--- src/rtl/rvfpm_chk_pkg.sv ---
`default_nettype none
// ============================================================================
//  Module      : rvfpm_chk_pkg
//  Description : Shared types and constants for the RISC-V FP move/sign-inject
//                result checker: op-class enum (whose encoding doubles as the
//                reported mismatch code), OP-FP opcode/funct constants and
//                the delay-line entry struct.
//  Revision    : 1.0 - initial release
// ============================================================================
package rvfpm_chk_pkg;

    // Width of the expected-value field; FLEN/XLEN up to this value are
    // supported. Narrower configurations are zero-extended into it.
    localparam int CHK_DATA_W = 64;

    localparam logic [6:0] C_OPC_OP_FP   = 7'b1010011;

    localparam logic [6:0] C_F7_FMV_X_W  = 7'b1110000;
    localparam logic [6:0] C_F7_FMV_W_X  = 7'b1111000;
    localparam logic [6:0] C_F7_FSGNJ    = 7'b0010000;
    localparam logic [6:0] C_F7_FCLASS   = 7'b1110000;

    localparam logic [2:0] C_F3_FMV      = 3'b000;
    localparam logic [2:0] C_F3_FSGNJ    = 3'b000;
    localparam logic [2:0] C_F3_FSGNJN   = 3'b001;
    localparam logic [2:0] C_F3_FSGNJX   = 3'b010;
    localparam logic [2:0] C_F3_FCLASS   = 3'b001;

    // Encoding equals the mismatch_op code reported for a failing check.
    typedef enum logic [2:0] {
        OP_NONE    = 3'd0,
        OP_FMV_X_W = 3'd1,
        OP_FMV_W_X = 3'd2,
        OP_FSGNJ   = 3'd3,
        OP_FSGNJN  = 3'd4,
        OP_FSGNJX  = 3'd5,
        OP_FCLASS  = 3'd6,
        OP_WB_SEQ  = 3'd7   // spurious or missing writeback
    } chk_op_e;

    typedef struct packed {
        logic                  valid;
        chk_op_e               op;
        logic [4:0]            rd;
        logic                  wb_fp;
        logic [CHK_DATA_W-1:0] expected;
    } chk_entry_t;

    // FCLASS result shape: exactly one of the ten class bits set, the rest 0.
    function automatic logic fclass_shape_ok(input logic [CHK_DATA_W-1:0] d);
        return (d[CHK_DATA_W-1:10] == '0) && $onehot(d[9:0]);
    endfunction

endpackage
`default_nettype wire

--- src/rtl/rvfpm_chk_delay_line.sv ---
`default_nettype none
// ============================================================================
//  Module      : rvfpm_chk_delay_line
//  Description : DEPTH-stage shift register of checker entries. Advances one
//                stage per cycle while enable_i is high and holds every stage
//                while it is low. Asynchronous active-low clear empties it.
//  Ports       : ck        - clock
//                rst       - asynchronous active-low clear
//                enable_i  - advance the line this cycle
//                entry_i   - entry entering stage 0
//                entry_o   - entry at the last (output) stage
//  Revision    : 1.0 - initial release
// ============================================================================
module rvfpm_chk_delay_line
    import rvfpm_chk_pkg::*;
#(
    parameter int DEPTH = 5
) (
    input  logic       ck,
    input  logic       rst,
    input  logic       enable_i,
    input  chk_entry_t entry_i,
    output chk_entry_t entry_o
);

    chk_entry_t stage_q [DEPTH];

    always_ff @(posedge ck or negedge rst) begin
        if (!rst) begin
            for (int i = 0; i < DEPTH; i++) begin
                stage_q[i] <= '0;
            end
        end else if (enable_i) begin
            stage_q[0] <= entry_i;
            for (int i = 1; i < DEPTH; i++) begin
                stage_q[i] <= stage_q[i-1];
            end
        end
    end

    assign entry_o = stage_q[DEPTH-1];

endmodule
`default_nettype wire

--- config.mk ---
export PLATFORM = sky130hd
export DESIGN_NAME = rvfpm_chk_delay_line
export DESIGN_NICKNAME = d
export VERILOG_FILES = /design/src/rtl/rvfpm_chk_pkg.sv /design/src/rtl/rvfpm_chk_delay_line.sv
export SDC_FILE = /design/constraint.sdc
export NUM_CORES = 1
export LEC_CHECK = 0
export BUFFER_PORTS_ARGS = -buffer_cell sky130_fd_sc_hd__buf_2
export CAP_MARGIN = 15
export CORE_MARGIN = 1
export CORE_UTILIZATION = 45
export CTS_CLUSTER_DIAMETER = 200
export DETAILED_ROUTE_END_ITERATION = 16
export GPL_TIMING_DRIVEN = 0
export HOLD_SLACK_MARGIN = 0.15
export PLACE_DENSITY_LB_ADDON = 0.15
export SLEW_MARGIN = 20
export SYNTH_ARGS = -nofsm -noshare
export SYNTH_HDL_FRONTEND = slang
export SYNTH_SLANG_ARGS = --single-unit
--- constraint.sdc ---
create_clock -name ck -period 1.9 [get_ports ck]
set_clock_uncertainty 0.2 [all_clocks]
set_input_delay 0.095 -clock ck [delete_from_list [all_inputs] [get_ports ck]]
set_output_delay 0.095 -clock ck [all_outputs]
set_load 0.05 [all_outputs]
==> results by stage <==
Run status:
- The run finished, with violations left.
- The checks that failed: hold timing.

Timing:
- The final worst slack is 0.3421 ns.
- Setup repair after global routing left no endpoint under its margin.
- The max-slew violation count is 0.
- Static timing analysis puts the maximum clock frequency at 641.9 MHz.
- Across all hold checks on the routed design, the worst slack comes to -0.003769 ns.
- The clock period could shrink to roughly 1.6 ns.
- Measured against its own limit, the worst slew margin works out to 0.6428.
- Setup violations remaining at the end of the flow were counted as 0.
- Of the available clock period, the critical path in the final layout requires 0.8200.
- At the pin with the least slew margin, the transition time is 0.5357 ns.
- The count of endpoints failing hold in the final timing report was 2.

Finish:
- After the last flow step, the layout net total stands at 1256.
- The relative area change from synthesis to final layout is 26.92%.
- The filler cell count in the final layout is 2577.
- The antenna diode count is 0.
- After routing the design area is 18270 sq um.
- In the final layout, the multi-input gates occupy 4167 sq um.
- The footprint of the flip-flops and latches is 9259 sq um.
- The share of post-route cells with drive strength above 1 is 0.5787.

Detailed routing:
- The detailed router finished its first iteration with 291 violations.
- For this run, design rule violations remaining after detail routing come to 0.
- The number of iterations in the first detailed-routing pass is 4.
- The total wire length is around 25 mm.
- The routed length per instance is about 16 um.
- Summing over every cut layer, the via total after detailed routing is 7645.
- Dividing the detail-routed via count by the number of cells gives about 4.8.
- The remaining number of nets flagged by the antenna check after routing is 0.

Clock tree:
- At the later pin of the worst-skew pair, clock insertion delay measures 0.51 ns.
- The number of clock sinks is 370.
- After clock tree synthesis, the repair step resized 0 gates.
- Clock-pin slew was measured on the worst setup and hold paths at ~0.06 ns.
- The number of buffers inserted during clock tree synthesis is 40.
- Buffers added to address setup during post-CTS repair amount to 0.
- The cell sitting at the root of the clock tree is a clkbuf_16.
- The number of H-tree levels is 2.
- The CTS tree is done.
- The number of buffers on the longest clock path is 3.

Yosys:
- The share of synthesized area in the top cell type comes to 0.6433.
- Counting every net in the synthesized netlist gives 932.
- Yosys printed 0 warnings.
- Ranked by total cell area, the synthesized netlist is headed by dfrtp_1, mux2_2, buf_4, buf_6, buf_2.
- The synthesized netlist cell count is roughly 860.
- The mean post-synth cell area is about 17 sq um.
- For this run, the register share of the synthesized area comes to 0.6433.
- Counting flops and latches in the post-synthesis netlist gives 370.
- The cell type with the highest aggregate area in the netlist is dfrtp_1.
- The number of different library cells in the post-synthesis netlist is 5.
- Summing every instance area after synthesis gives 14390 sq um.

GRT:
- The number of global-route vias before repair is 8192.
- The total grt overflow is 0.
- Entering global routing, the biggest net connects 92 pins.
- In the global route stage, overall resource usage came out at 0.1629.
- The first global-routing pass estimated 42.52 mm of wire.
- The number of antenna violations at the first check in global routing was 0.

Floorplan:
- In this run the count of I/O pins placed on the die edge is 151.
- The vertical die dimension is 180.8 um.
- The number of cell rows is 65.
- The floorplan die area is ~33000 sq um.
- The total core area is around 31000 sq um.
- For this configuration, the core starts out at a cell density of 0.4573.
- The die width is 180.8 um.

Worst hold path:
- The worst hold path belongs to the class input pin to asynchronous set/reset pin.

Worst setup path:
- The critical path is of the input pin to flip-flop type.
- STA classifies the critical path startpoint as an input pin.
- The capturing element type of the critical path is a flip-flop.
- In this run the worst path has a maximum fanout of 10.
- Data arrives at the worst endpoint at 1.75 ns.
- STA puts the critical path data required time at 2.09 ns.

Power and ir drop:
- The static leakage power is slightly above 0.008 uW.
- The switching power is approximately 6400 uW.
- The fraction of power spent switching nets is 0.2839.
- Across the VDD grid, the largest voltage drop is 0.7021 mV.
- Of the total power, registers draw 0.452.
- Of the total power, the clock network draws 0.320.
- Power spread over the standard cell area amounts to 1235 nW/um^2.
- The total internal power is 16160 uW.
- The share of total power dissipated in combinational logic is 0.228.

Place:
- Before CTS, the worst setup slack after placement is 0.2919 ns.
- In this run the cell area measured after placement is between 15000 and 20000 sq um.
- The number of port buffers is 149.
- The total half-perimeter wirelength after legalization and detailed placement is 15.52 mm.
- The placer's final routability congestion estimate is 0.6807.

Run:
- The reported max-cap violation count is 0.
-- state kept, by name, summed over array words and instances, names as in the netlist --
register and flops:
entry_o 74, stage_q 296
-- logic make-up (layout without fill, tap and decap cells) --
family | Yosys count | in the layout | share of synthesized area
DFF | 370 | 370 | 0.6433
buffers and inverters | 115 | 461 | 0.06720
muxes | 370 | 370 | 0.2895
-- layout make-up --
type	instances	area share
repair buffers	282	0.1178
plain buffers	115	0.05295
clock buffers	56	0.06308
flip-flops and latches	370	0.5068
multi-input cells	370	0.2281
well taps	402	0.02753
clock inverters	8	0.003699
-- per-layer routing --
layer / share of wire / vias up / GRT usage
met5: 0 / - / 0
met3: 0.030 / 39 / 0.02661
met4: 0.023 / 0 / 0.04684
li1: - / 3541 / -
met1: 0.45 / 3946 / 0.2176
met2: 0.50 / 119 / 0.2744
-- synthesized netlist by cell type (all sizes together) --
cell type    n
dfrtp      370
mux2       370
buf        115
-- cell usage in the layout, fill, tap and decap left out, types with 4 or more instances in the layout --
cell type,instances
clkbuf_1,8
buf_16,4
dfrtp_1,370
mux2_2,370
clkbuf_8,7
dlygate4sd3_1,128
clkinv_2,6
buf_6,33
buf_2,157
buf_4,74
clkbuf_16,41
-- critical path, cell delays in order --
cell and delay, ns:
buf_2 0.30, buf_2 0.20, dlygate4sd3_1 0.77, mux2_2 0.38
-- stage by stage --
stage          utilization  setup TNS [ns]  total power (uW)  cells  hold slack (ns)
6_report            0.5804               0             22560   1603        -0.003769
5_1_grt             0.5804               0             23680   1603          0.03869
4_1_cts             0.5802               0             22900   1602          0.01277
3_5_place_dp        0.5008               0             15350   1410          -0.2319
3_3_place_gp        0.4970        -2464.92             15190   1406           0.1256
2_1_floorplan            -               0             14120    855          -0.4006
-- path summary, 6_finish.rpt --
path                               from      endpoint  slack (ns)  cells past startpoint
max                            enable_i  stage_q[217]        0.34                      4
min                                 rst  stage_q[322]      -0.004                      3
min in group ck                enable_i   stage_q[84]        0.15                      3
max reg2reg                 entry_o[19]   entry_o[19]        0.91                      1
min reg2reg                stage_q[358]  stage_q[284]        0.29                      1
max in group asynchronous           rst   entry_o[46]        0.67                      4
-- power groups by stage --
| stage | Sequential [uW] | Clock (uW) | Combinational (uW) |
|---|---|---|---|
| floorplan | 10100 | 0 | 4060 |
| global placement | 10300 | 0 | 4900 |
| detailed placement | 10300 | 0 | 5010 |
| CTS | 10200 | 7470 | 5220 |
| global route | 10400 | 7800 | 5470 |
| finish | 10200 | 7230 | 5150 |
-- timing repair --
action	4_1_cts	5_1_grt
setup endpoints to repair	0	1
hold endpoints to repair	453	257
hold buffers	128	2
Note: power is estimated with default switching activity, not from simulation.
